===== config.mk =====
export PLATFORM = sky130hd
export DESIGN_NAME = uart_tx_arbiter
export DESIGN_NICKNAME = d
export VERILOG_FILES = /design/src/rtl/uart_tx_arbiter.sv
export SDC_FILE = /design/constraint.sdc
export NUM_CORES = 1
export LEC_CHECK = 0
export CORE_MARGIN = 5
export CORE_UTILIZATION = 35
export DETAILED_ROUTE_END_ITERATION = 12
export PLACE_DENSITY = 0.81
export SLEW_MARGIN = 20
export SYNTH_ARGS = -nofsm -noshare
export SYNTH_HDL_FRONTEND = slang
export SYNTH_SLANG_ARGS = --single-unit

===== constraint.sdc =====
create_clock -name i_Clock -period 2.2 [get_ports i_Clock]
set_input_delay 0.55 -clock i_Clock [delete_from_list [all_inputs] [get_ports i_Clock]]
set_output_delay 0.55 -clock i_Clock [all_outputs]
set_load 0.005 [all_outputs]

===== src/rtl/uart_tx_arbiter.sv =====
// Purpose: round-robin arbiter that feeds one uart_tx from four byte requesters.
// Latency: 1 clock from a pending request seen in IDLE to o_TX_DV / o_Req_Ack.
// Backpressure: requesters hold valid+byte until acked; nothing is accepted during a frame or guard gap.
//
// Optional feature: define UART_TX_ARB_TIMEOUT_EN to add a watchdog on i_TX_Done.
// Without it WAIT_DONE waits forever and o_Timeout is tied low.
//
// Ports:
//   i_Clock, i_Rst_L      clock, asynchronous active-low reset
//   i_Req_Valid[3:0]      per-requester byte pending
//   i_Req_Byte[31:0]      requester k byte at [8k+7:8k]
//   o_Req_Ack[3:0]        one-hot single-cycle accept pulse
//   o_Grant_Id[1:0]       requester currently being served
//   o_Busy                high whenever not IDLE
//   o_TX_DV, o_TX_Byte    start pulse and byte to uart_tx
//   i_TX_Active           uart_tx status (informational only)
//   i_TX_Done             uart_tx frame-complete pulse
//   o_Timeout             single-cycle watchdog expiry pulse
module uart_tx_arbiter #(
  parameter int NUM_REQ      = 4,
  parameter int GUARD_CLKS   = 0,
  parameter int TIMEOUT_CLKS = 2400
) (
  input  logic                 i_Clock,
  input  logic                 i_Rst_L,
  input  logic [NUM_REQ-1:0]   i_Req_Valid,
  input  logic [8*NUM_REQ-1:0] i_Req_Byte,
  output logic [NUM_REQ-1:0]   o_Req_Ack,
  output logic [1:0]           o_Grant_Id,
  output logic                 o_Busy,
  output logic                 o_TX_DV,
  output logic [7:0]           o_TX_Byte,
  input  logic                 i_TX_Active,
  input  logic                 i_TX_Done,
  output logic                 o_Timeout
);

  typedef enum logic [1:0] {
    IDLE      = 2'd0,
    WAIT_DONE = 2'd1,
    GUARD     = 2'd2
  } state_t;

  // Wraps to 16'hFFFF when GUARD_CLKS is 0; GUARD is never entered then.
  localparam logic [15:0] GUARD_LAST = 16'(GUARD_CLKS - 1);

  state_t      state;
  state_t      state_nxt;
  logic [1:0]  last_grant;
  logic [15:0] guard_cnt;
  logic        sel_found;
  logic [1:0]  sel_id;
  logic [1:0]  cand;
  logic        load;
  logic        to_expire;

  // Status input is not needed for sequencing; kept for connectivity.
  logic unused_tx_active;
  assign unused_tx_active = i_TX_Active;

  // Round-robin search starting just after the last grant; the 4th step
  // revisits last_grant itself, so a continuously-valid winner is served last.
  always_comb begin
    sel_found = 1'b0;
    sel_id    = 2'd0;
    cand      = 2'd0;
    for (int i = 1; i <= 4; i++) begin
      cand = last_grant + 2'(i);
      if (!sel_found && i_Req_Valid[cand]) begin
        sel_found = 1'b1;
        sel_id    = cand;
      end
    end
  end

  always_ff @(posedge i_Clock or negedge i_Rst_L) begin
    if (!i_Rst_L) begin
      state <= IDLE;
    end else begin
      state <= state_nxt;
    end
  end

  always_comb begin
    state_nxt = state;
    load      = 1'b0;
    case (state)
      IDLE: begin
        if (sel_found) begin
          load      = 1'b1;
          state_nxt = WAIT_DONE;
        end
      end
      WAIT_DONE: begin
        // A done pulse wins over a watchdog expiry in the same cycle.
        if (i_TX_Done) begin
          state_nxt = (GUARD_CLKS > 0) ? GUARD : IDLE;
        end else if (to_expire) begin
          state_nxt = IDLE;
        end
      end
      GUARD: begin
        if (guard_cnt == GUARD_LAST) begin
          state_nxt = IDLE;
        end
      end
      default: state_nxt = IDLE;
    endcase
  end

  // Guard counter counts GUARD cycles from 0, so GUARD lasts GUARD_CLKS cycles.
  always_ff @(posedge i_Clock or negedge i_Rst_L) begin
    if (!i_Rst_L) begin
      guard_cnt <= 16'd0;
    end else if (state == GUARD) begin
      guard_cnt <= guard_cnt + 16'd1;
    end else begin
      guard_cnt <= 16'd0;
    end
  end

  // Byte and grant id are only written on a load, so they stay stable for the
  // whole frame and guard gap.
  always_ff @(posedge i_Clock or negedge i_Rst_L) begin
    if (!i_Rst_L) begin
      o_TX_DV    <= 1'b0;
      o_Req_Ack  <= '0;
      o_TX_Byte  <= 8'h00;
      o_Grant_Id <= 2'd0;
      last_grant <= 2'd3;
    end else begin
      o_TX_DV   <= load;
      o_Req_Ack <= load ? (NUM_REQ'(1) << sel_id) : '0;
      if (load) begin
        o_TX_Byte  <= i_Req_Byte[{sel_id, 3'b000} +: 8];
        o_Grant_Id <= sel_id;
        last_grant <= sel_id;
      end
    end
  end

  assign o_Busy = (state != IDLE);

`ifdef UART_TX_ARB_TIMEOUT_EN
  logic [31:0] to_cnt;

  // Counter is 0 on the first WAIT_DONE cycle, so expiry is flagged in the
  // TIMEOUT_CLKS-th cycle and o_Timeout shows one clock later, with IDLE.
  assign to_expire = (state == WAIT_DONE) && !i_TX_Done &&
                     (to_cnt == 32'(TIMEOUT_CLKS - 1));

  always_ff @(posedge i_Clock or negedge i_Rst_L) begin
    if (!i_Rst_L) begin
      to_cnt    <= 32'd0;
      o_Timeout <= 1'b0;
    end else begin
      o_Timeout <= to_expire;
      if (state == WAIT_DONE) begin
        to_cnt <= to_cnt + 32'd1;
      end else begin
        to_cnt <= 32'd0;
      end
    end
  end
`else
  assign to_expire = 1'b0;
  assign o_Timeout = 1'b0;
`endif

endmodule

# Yosys cells after proc, flatten, opt, wreduce, memory -nomap -nowiden
# Cells that the tools add are included.
# totals
reg_bits	35
elab_cells	56
# op_classes
reduce_logical	9
mux	24
eq_ne	6
add_sub_neg	4
shifts	2
order_cmp	4
# op_table
cell	n
$shiftx 32x6->8	1
$add 16x1->16 const B	1
$eq 16x16->1 const B	1
$mux 16	1
$mux 2	7
$lt 2x3->1 const B	4
$mux 1	10
$bmux 1 s2	4
$ne 2x2->1 const B	3
$pmux 2 s3	1
$add 2x2->2 const B	2
$mux 4	1
$shl 1x2->4 const A	1
$logic_and 1x1->1	3
$logic_not 1->1	3
$reduce_and 3->1	1
$add 2x1->2 const B	1
$eq 2x1->1 const B	1
$eq 2x2->1 const B	1
$logic_not 2->1	1
$reduce_bool 2->1	1

# Logic depth before layout (Yosys ltp)
# Gate-level depths: netlist (run 1).
# logic_depth
depth_word	16
depth_mapped	6
mapped_depth_nobuf	5

# Least setup slack after synthesis (run 1)
# OpenSTA, ideal clock, no wires.
# synth_path
kind	reg-to-reg
from	register last_grant[0]
to	register o_TX_Byte[5]
arrival_ps	1495
t_required_ps	2062
synth_period_minus_slack_ps	1633
path_slack_ps	567
n_path_buf	1
path_stages_with_launch	7
cell_sequence	dfstp_2 > nand2b_1 > o21ai_2 > a211oi_4 > buf_8 > mux2i_1 > o221ai_1
# synth_between
elab_chain_len	15
elab_cells_between_ends	28
# synth_lines
element	line	rtl
start, declared	49	logic [1:0] last_grant;
start signal, assigned	137	last_grant <= sel_id;
branches (longest 15 deep; another with $add 2x1->2)	n/a	
end signal, assigned	135	o_TX_Byte <= i_Req_Byte[{sel_id, 3'b000} +: 8];
end, declared	32	output logic [7:0] o_TX_Byte,
# Several ways; the timed one is not identified. The select of a mux whose other input is x is not followed.
# A chain may end at the register's enable or synchronous reset.

# Worst setup path after layout (run 1)
# layout_path
from	input i_Req_Valid[3]
to	register o_TX_Byte[5]
# layout_between
elab_chain_len	14
elab_cells_between_ends	25
# layout_lines
element	line	rtl
start, declared	26	input logic [NUM_REQ-1:0] i_Req_Valid,
branches (longest 14 deep; another with $bmux 1 s2)	n/a	
# Several ways; the timed one is not identified. The select of a mux whose other input is x is not followed.

==> metrics.csv, run 1 <==
stage;metric;value;unit
setup_path;worst endpoint required time;2.36;ns
final_layout;Finished Cell Area;0.00159;mm2
floorplan;Die Wd;61.9;um
setup_path;critical path endpoint category;flop;
clocking;Max clock buf depth;2;
final_layout;Ant. Diodes;0;
clocking;post-CTS resize count;0;
synthesis;top cells by area, synth;dfrtp_1 (42%), mux2i_1 (18%), o221ai_1 (7.4%);
routing;final WL;2540;um
synthesis;Most used DFF post-synth;dfrtp_1;
sta;Final min period;2.01;ns
synthesis;most frequent cell after synthesis;mux2i_1;
run;Max-cap violations;0;
synthesis;syn_nets;127;
setup_path;Critical Path Fanout Max;7;
floorplan;Die ar.;0.00383;mm2
setup_path;critical path class;input port to flop;
pwr;Leak;0.715;nW
synthesis;area share of the leading cell type in the synthesized netlist;42.4;%
setup_path;Critical Path Start Type;input port;
synthesis;syn_area_per_cell;10.8;um2
global_routing;vias in the first global route;937;
synthesis;Post-synth EDFFs;0;
routing;1st-iter DRT viols;19;
floorplan;Die H;61.9;um
routing;routed len/inst;14.4;um
floorplan;IO Count;57;
final_layout;footprint of the multi-input gates;430;um2
synthesis;commonest cells in the synthesized netlist;mux2i_1 (17), dfrtp_1 (16), nand2_1 (13);
setup_path;worst-path cell chain;clkdlybuf4s50_1 -> nand2b_1 -> o21ai_2 -> a211oi_4 -> buf_4 -> mux2i_1 -> o221ai_1;
global_routing;GRT Total Usage;15.2;%
sta;final worst path period share;91.2;%
global_routing;gr ovfl total;0;
floorplan;row count;18;
final_layout;Register Area;453;um2
synthesis;largest area contributor in the netlist;dfrtp_1;
clocking;total CTS buffers;3;
global_routing;initial antenna violation count;0;
placement;area of placed instances;0.00156;mm2
worst_hold_path;hold crit path type;flop to flop;
setup_path;Max stage delay on crit path;0.49;ns
synthesis;Post-Syn Instances;87;
sta;Worst Skew;0.00462;ns
placement;GPL Wtd Cong;0.769;
synthesis;post-synthesis sequential area ratio;48.0;%
routing;drt drc;0;
placement;# port buffers;54;
final_layout;layout cells sized above 1;13.6;%
synthesis;synth warn;0;
pwr;total chip power;1.24;mW
final_layout;Fillers;223;
final_layout;Layout area overhead;69.0;%
synthesis;Synth cell types;24;
placement;detailed placement HPWL;2030;um
final_layout;nets;188;
clocking;CTS tree;yes;
clocking;H-tree depth;1;
clocking;setup bufs post-CTS;0;
clocking;Skew-Pair Late Insertion Delay;0.29;ns
routing;DR vias;882;
pwr;Power per Cell Area;779;mW/mm2
synthesis;Async S/R FF share, synth;100;%
routing;vias per cell;4.98;
synthesis;FF+latch count, synth;18;
setup_path;CP Data Arrival Time;2.17;ns
clocking;Root Driver;clkbuf_4;
sta;Final Hold Viols;0;
routing;Initial DRT Pass Iterations;2;
clocking;Clock Pin Slew Worst Setup and Hold Paths;0.10;ns
global_routing;largest net degree at the start of global routing;19;
synthesis;synthesized area;943;um2
sta;RSZ-0062 raised after global routing;false;
global_routing;first-pass GRT wire length;4200;um
clocking;clk sinks;18;
sta;# setup viols final;0;
clocking;cts hold-fix bufs;0;
sta;fmax;499;MHz
floorplan;core area;0.00252;mm2
sta;final worst setup slack;0.195;ns
floorplan;starting density of the core;37.4;%
routing;final antenna-violating net count;0;
run_status;outcome;completed;
sta;Slew Limit Fails;0;
placement;Place WS;-0.144;ns
setup_path;slowest library cell on the worst path;clkdlybuf4s50_1;
sta;hold_ws;0.504;ns
pwr;Worst VDD drop;0.496;mV
registers in the layout, indices dropped and copies added, names as in the netlist:
| register | count |
|---|---|
| o_TX_DV | 1 |
| o_TX_Byte | 8 |
| last_grant | 2 |
| o_Grant_Id | 2 |
| state | 1 |
| o_Req_Ack | 4 |
power by group:
part	total [mW]	leakage [nW]	internal (mW)	switching, mW
combinational	0.560	0.473	0.348	0.213
sequential	0.481	0.221	0.425	0.0556
clock	0.200	0.0210	0.101	0.0994
total	1.24	0.715	0.874	0.368
area by class of cell:
| cell class | instances | area share [%] |
|---|---|---|
| well taps | 30 | 2.35 |
| multi-input cells | 60 | 27.0 |
| clock buffers | 4 | 2.28 |
| repair buffers | 62 | 39.2 |
| flip-flops and latches | 18 | 28.4 |
| inverters | 3 | 0.706 |
layer usage:
layer  GRT usage (%)  wire length (um)  vias to the layer above
li1                -                 -                      430
met1            18.4              1040                      409
met2            24.2              1210                       39
met3            5.79               261                        4
met4            6.36                25                        0
met5               0                 0                        -
metrics by stage:
step	setup TNS (ns)	util (%)	std cells
floorplan	0	-	87
global placement	-0.683	61.8	173
global route	0	63.2	177
finish	0	63.2	177
detailed placement	-0.971	61.8	173
CTS	0	63.2	177
critical path: cells and delay by family:
kind                   cells  cell delay (ns)
muxes                      1             0.22
AOI/OAI and AO/OA          3             0.51
buffers and inverters      2             0.72
and+or+nand+nor            1             0.15
cells in the final DEF (no fill, tap or decap):
cell type / Yosys / routed
mux2i_1: 17 / 17
clkdlybuf4s50_1: 0 / 54
buf_12: 0 / 2
nor3_1: 1 / 1
o211ai_1: 1 / 1
o21ai_2: 1 / 1
dfrtp_1: 16 / 16
a21oi_2: 1 / 1
nand2b_2: 1 / 1
nor4_1: 1 / 1
dfstp_2: 2 / 2
nand2b_1: 3 / 3
inv_2: 1 / 1
a21oi_1: 2 / 2
o221ai_1: 8 / 8
clkbuf_8: 0 / 1
buf_4: 1 / 6
inv_1: 2 / 2
conb_1: 1 / 1
clkbuf_4: 0 / 3
a211oi_4: 1 / 1
o221a_2: 1 / 1
nor2_1: 7 / 7
nand2_1: 13 / 13
or2_1: 1 / 1
path summary, 6_finish.rpt:
kind | cells after the start | startpoint | slack, ns | to
hold reg to reg | 1 | state[0] | 0.50 | state[0]
max in group asynchronous | 2 | i_Rst_L | 1.36 | last_grant[0]
min in group asynchronous | 2 | i_Rst_L | 0.59 | o_TX_Byte[1]
setup reg to reg | 6 | last_grant[0] | 0.42 | o_TX_Byte[5]
setup / recovery | 7 | i_Req_Valid[3] | 0.19 | o_TX_Byte[5]
hold / removal | 1 | state[0] | 0.50 | state[0]
cells by family (layout without fill, tap and decap cells):
logic type,Yosys count,after routing,synth area share (%)
buffers and inverters,9,69,6.37
flip-flops,18,18,48.0
AO/OA/AOI/OAI,15,15,14.5
multiplexers,17,17,18.0
other,1,1,0.397
AND/OR/NAND/NOR,27,27,12.7
Power figures use the tool's default switching activity.
==> inputs of run 2 (changes only) <==
--- a/config.mk
+++ b/config.mk
@@ -8,7 +8,8 @@
 export CORE_MARGIN = 5
 export CORE_UTILIZATION = 35
 export DETAILED_ROUTE_END_ITERATION = 12
-export PLACE_DENSITY = 0.81
+export DONT_BUFFER_PORTS = 1
+export PLACE_DENSITY = 0.54
 export SLEW_MARGIN = 20
 export SYNTH_ARGS = -nofsm -noshare
 export SYNTH_HDL_FRONTEND = slang
==> metrics.csv, run 2 (same netlist as run 1, synthesis figures left out) <==
stage;metric;value;unit;change
setup_path;critical path endpoint category;flop;;
floorplan;IO Count;57;;unchanged
global_routing;initial antenna violation count;0;;unchanged
routing;routed len/inst;18.5;um;+29%
placement;detailed placement HPWL;1640;um;-19%
sta;worst slew pin tran;0.745;ns;
final_layout;top flop regs;o_TX_Byte (8), o_Req_Ack (4);;
final_layout;Register Area;453;um2;unchanged
global_routing;vias in the first global route;708;;-24%
sta;Slew Limit Fails;0;;unchanged
sta;Worst slew margin;50.2;%;
setup_path;r2r setup slk;0.44;ns;+0.02 ns
pwr;Worst VDD drop;0.432;mV;-13%
clocking;Root Driver;clkbuf_4;;
placement;Place WS;0.273;ns;+0.417 ns
final_layout;max reg flops;8;;unchanged
setup_path;CP Data Arrival Time;1.91;ns;-0.26 ns
setup_path;critical path class;flop to flop;;
clocking;Max clock buf depth;2;;unchanged
floorplan;starting density of the core;37.4;%;unchanged
global_routing;grt peak-use layer;met2;;
setup_path;RR Endpoint;o_TX_Byte[5];;
sta;RSZ-0062 raised after global routing;false;;
setup_path;Critical Path Start Type;flop;;
clocking;total CTS buffers;3;;unchanged
clocking;cts hold-fix bufs;1;;+1
pwr;Power per Cell Area;988;mW/mm2;+27%
clocking;Clock Pin Slew Worst Setup and Hold Paths;0.10;ns;about the same
sta;Worst Skew;0.000816;ns;-0.00381 ns
final_layout;layout cells sized above 1;16.9;%;+3.2 points
routing;Initial DRT Pass Iterations;4;;+2
sta;final worst path period share;79.8;%;-11 points
routing;final WL;2200;um;-14%
sta;post-route setup TNS;0;ns;unchanged
run_status;outcome;completed;;
global_routing;GRT Total Usage;12.3;%;-2.8 points
pwr;Leak;0.476;nW;-33%
routing;final antenna-violating net count;0;;unchanged
final_layout;most frequent cells in the layout;mux2i_1 (17), dfrtp_1 (16), nand2_1 (13);;
routing;1st-iter DRT viols;18;;-1
pwr;sequential share of power;50.2;%;+12 points
run;Max-cap violations;0;;unchanged
clocking;post-CTS resize count;0;;unchanged
global_routing;met1 usage;15.7;%;-2.6 points
setup_path;reg2reg start;last_grant[0];;
global_routing;largest net degree at the start of global routing;17;;-2
final_layout;commonest non-fill, non-tap cell in the layout;mux2i_1;;
pwr;Psw;324;uW;-12%
global_routing;GRT met2 Usage;19.1;%;-5.1 points
clocking;CTS tree;yes;;
global_routing;met3 Use GR;5.17;%;-0.62 points
sta;fmax;569;MHz;+14%
routing;drt drc;0;;unchanged
final_layout;Fillers;269;;+21%
sta;final worst setup slack;0.443;ns;+0.249 ns
global_routing;first-pass GRT wire length;3410;um;-19%
setup_path;worst endpoint required time;2.36;ns;about the same
setup_path;Reg2Reg Depth;6;;unchanged
sta;Final min period;1.76;ns;-0.249 ns
global_routing;gr ovfl total;0;;unchanged
pwr;sw frac;32.7;%;+3.1 points
sta;Final Hold Viols;0;;unchanged
final_layout;Layout area overhead;6.10;%;
floorplan;core area;0.00252;mm2;unchanged
sta;# setup viols final;0;;unchanged
clocking;setup bufs post-CTS;0;;unchanged
floorplan;Die Wd;61.9;um;unchanged
routing;vias per cell;5.66;;+13%
floorplan;Die ar.;0.00383;mm2;unchanged
final_layout;Ant. Diodes;0;;unchanged
final_layout;largest register by flop count;o_TX_Byte;;
routing;DR vias;673;;-24%
floorplan;row count;18;;unchanged
clocking;Skew-Pair Late Insertion Delay;0.29;ns;about the same
final_layout;footprint of the multi-input gates;430;um2;unchanged
pwr;Pint;665;uW;-24%
pwr;clock power share;20.6;%;+4.5 points
placement;GPL Wtd Cong;0.597;;-22%
clocking;H-tree depth;1;;unchanged
clocking;clk sinks;18;;unchanged
placement;# port buffers;0;;-100%
final_layout;nets;130;;-31%
floorplan;Die H;61.9;um;unchanged
setup_path;Critical Path Fanout Max;12;;+5
worst_hold_path;hold crit path type;input port to async pin;;
pwr;Comb power frac;29.2;%;-16 points
## run 2: power groups by stage
stage	combinational [mW]	clock, mW	sequential, mW
3_3_place_gp	0.276	0	0.507
3_5_place_dp	0.288	0	0.506
6_report	0.289	0.204	0.496
4_1_cts	0.295	0.210	0.502
5_1_grt	0.326	0.229	0.513
2_1_floorplan	0.261	0	0.486
## run 2: how the worst max path moves through the flow
stage	from	endpoint	slack, ns	depth (start not counted)
2_1_floorplan	last_grant[0]	o_TX_Byte[5]	0.57	6
5_1_grt	last_grant[0]	o_TX_Byte[5]	0.33	6
4_1_cts	last_grant[0]	o_TX_Byte[5]	0.44	6
3_3_place_gp	i_Req_Valid[1]	o_TX_Byte[2]	0.32	5
3_5_place_dp	i_Req_Valid[1]	o_TX_Byte[1]	0.27	5
6_report	last_grant[0]	o_TX_Byte[5]	0.44	6
## run 2: layout make-up
class / instances / share of cell area, %
Sequential cell: 18 / 45.2
Tap cell: 30 / 3.75
Timing Repair Buffer: 4 / 3.25
Inverter: 3 / 1.13
Multi-Input combinational cell: 60 / 43.0
Clock buffer: 4 / 3.62
## run 2: per-stage QoR
| step | util (%) | instances | total power, mW | hold slack, ns | cell area [um2] |
|---|---|---|---|---|---|
| after global placement | 37.8 | 114 | 0.783 | 0.255 | 955 |
| after CTS | 39.7 | 119 | 1.01 | 0.0717 | 1000 |
| after floorplan | - | 87 | 0.748 | 0.254 | 943 |
| after global routing | 39.7 | 119 | 1.07 | 0.0569 | 1000 |
| after detailed placement | 37.8 | 114 | 0.794 | 0.255 | 955 |
| final | 39.7 | 119 | 0.989 | 0.0869 | 1000 |
## run 2: critical path, stage by stage (launching register included)
cell	delay, ns
dfstp_2	0.55
nand2b_1	0.14
o21ai_2	0.08
a211oi_4	0.24
buf_4	0.25
mux2i_1	0.22
o221ai_1	0.13
## run 2: metal layers
layer | vias to the layer above | wire [um]
li1 | 311 | -
met2 | 34 | 1070
met5 | - | 0
met3 | 0 | 230
met4 | 0 | 0
met1 | 328 | 900
==> inputs of run 3 (changes only) <==
==> constraint.sdc (replaced) <==
create_clock -name i_Clock -period 1.7 [get_ports i_Clock]
set_input_delay 0.425 -clock i_Clock [delete_from_list [all_inputs] [get_ports i_Clock]]
set_output_delay 0.425 -clock i_Clock [all_outputs]
set_load 0.005 [all_outputs]
==> metrics.csv, run 3 (same netlist as run 1, synthesis figures left out) <==
stage;metric;value;unit;change
run_status;outcome;completed;;
pwr;Power per Cell Area;1220;mW/mm2;+23%
pwr;Worst VDD drop;0.670;mV;+55%
routing;DR vias;671;;-0.30%
setup_path;Critical Path Start Type;flop;;
sta;Final min period;1.67;ns;-0.0857 ns
routing;1st-iter DRT viols;25;;+7
sta;Slew Limit Fails;0;;unchanged
global_routing;first-pass GRT wire length;3470;um;+1.8%
floorplan;Die ar.;0.00383;mm2;unchanged
clocking;H-tree depth;1;;unchanged
final_layout;most frequent cells in the layout;mux2i_1 (17), dfrtp_1 (16), nand2_1 (13);;
global_routing;largest net degree at the start of global routing;19;;+2
setup_path;CP Data Arrival Time;1.83;ns;-0.08 ns
sta;post-route setup TNS;0;ns;unchanged
worst_hold_path;hold path depth;1;;
floorplan;row count;18;;unchanged
sta;fmax;598;MHz;+5.1%
global_routing;GRT Total Usage;12.5;%;+0.14 points
setup_path;RR Endpoint;o_TX_Byte[6];;
final_layout;Layout area overhead;11.0;%;
final_layout;max reg flops;8;;unchanged
clocking;Root Driver;clkbuf_4;;
worst_hold_path;hold path startpoint;i_TX_Done;;
floorplan;IO Count;57;;unchanged
pwr;total chip power;1.27;mW;+29%
run;Max-cap violations;0;;unchanged
routing;drt drc;0;;unchanged
final_layout;final core occ;41.5;%;+1.8 points
final_layout;layout cells sized above 1;22.6;%;+5.7 points
routing;final WL;2270;um;+3.2%
floorplan;starting density of the core;37.4;%;unchanged
routing;final antenna-violating net count;0;;unchanged
worst_hold_path;hold crit path type;input port to flop;;
setup_path;worst endpoint required time;1.86;ns;-0.50 ns
setup_path;reg2reg start;last_grant[0];;
sta;Worst Skew;0.00727;ns;+0.00645 ns
final_layout;top flop regs;o_TX_Byte (8), o_Req_Ack (4);;
final_layout;nets;135;;+3.8%
worst_hold_path;Hold Path End;state[0];;
global_routing;initial antenna violation count;0;;unchanged
placement;detailed placement HPWL;1730;um;+5.4%
setup_path;critical path class;flop to flop;;
placement;# port buffers;0;;unchanged
final_layout;Ant. Diodes;0;;unchanged
clocking;Clock Pin Slew Worst Setup and Hold Paths;0.10;ns;about the same
floorplan;core area;0.00252;mm2;unchanged
sta;final worst path period share;98.3;%;+18 points
final_layout;commonest non-fill, non-tap cell in the layout;mux2i_1;;
pwr;Leak;0.507;nW;+6.5%
setup_path;critical path endpoint category;flop;;
sta;Final Hold Viols;0;;unchanged
routing;routed len/inst;18.4;um;-0.13%
final_layout;largest register by flop count;o_TX_Byte;;
floorplan;Die H;61.9;um;unchanged
setup_path;Critical Path Fanout Max;9;;-3
setup_path;Reg2Reg Depth;6;;unchanged
global_routing;gr ovfl total;0;;unchanged
sta;worst slew pin tran;0.819;ns;+0.0744 ns
global_routing;vias in the first global route;765;;+8.1%
setup_path;r2r setup slk;0.03;ns;-0.41 ns
sta;RSZ-0062 raised after global routing;true;;
clocking;Skew-Pair Late Insertion Delay;0.28;ns;about the same
sta;# setup viols final;0;;unchanged
clocking;CTS tree;yes;;
routing;vias per cell;5.46;;-3.5%
clocking;clk sinks;18;;unchanged
final_layout;Fillers;270;;+0.37%
clocking;total CTS buffers;3;;unchanged
floorplan;Die Wd;61.9;um;unchanged
routing;Initial DRT Pass Iterations;4;;unchanged
clocking;Max clock buf depth;2;;unchanged
placement;GPL Wtd Cong;0.640;;+7.3%
sta;Worst slew margin;45.2;%;-5.0 points
-- run 3: cell types whose count changed in the layout (fill, tap and decap cells not counted) --
cell | before | now
nand2b_1 | 3 | 1
clkbuf_8 | 1 | 0
nand2b_4 | 0 | 2
buf_6 | 0 | 2
buf_4 | 3 | 6
-- run 3: what timing repair did --
action                                  CTS  global route
hold buffers                              1             0
setup buffers                             1             0
resized for setup                         4             0
endpoints found under the hold margin    18             0
pin swaps                                 0             4
endpoints found under the setup margin    7             8
cloned                                    0             0
-- run 3: how the worst max path moves through the flow --
stage	from	cells past startpoint	end
6_report	last_grant[0]	6	o_TX_Byte[6]
4_1_cts	last_grant[0]	6	o_TX_Byte[6]
3_3_place_gp	last_grant[0]	6	o_TX_Byte[5]
2_1_floorplan	last_grant[0]	6	o_TX_Byte[5]
3_5_place_dp	last_grant[0]	6	o_TX_Byte[0]
5_1_grt	last_grant[0]	6	o_TX_Byte[6]
-- run 3: metal layers --
metal	global-route usage, %	vias to the layer above	wire length, um
li1	-	321	-
met1	15.4	317	860
met2	20.5	33	1150
met3	3.93	0	253
met4	4.55	0	0
met5	0	-	0
-- run 3: where the power goes --
part           switching, mW  internal, mW
Sequential            0.0958         0.551
Clock                  0.118        0.0822
Combinational          0.203         0.224
-- run 3: worst max-delay path: stages (launching register included) --
cell      delay, ns
dfstp_2        0.55
nand2b_4       0.13
a21oi_2        0.06
a211oi_4       0.26
buf_6          0.20
mux2i_1        0.22
o221ai_1       0.13
-- run 3: final cells by class --
cell class / instances / area, um2 / area share (%)
inverter: 3 / 11.3 / 1.08
sequential: 18 / 453 / 43.2
clock buffer: 3 / 22.5 / 2.15
tap: 30 / 37.5 / 3.58
timing repair buffer: 9 / 77.6 / 7.41
multi-input combinational: 60 / 445 / 42.5
-- run 3: per-stage QoR --
stage,cell area (um2),instances,setup WS (ns),hold slack [ns]
finish,1050,123,0.0291,0.226
global route,1050,123,-0.0808,0.210
CTS,1050,123,0.0121,0.214
detailed placement,985,118,-0.0424,0.130
global placement,985,118,-0.00973,0.130
floorplan,943,87,0.0675,0.129
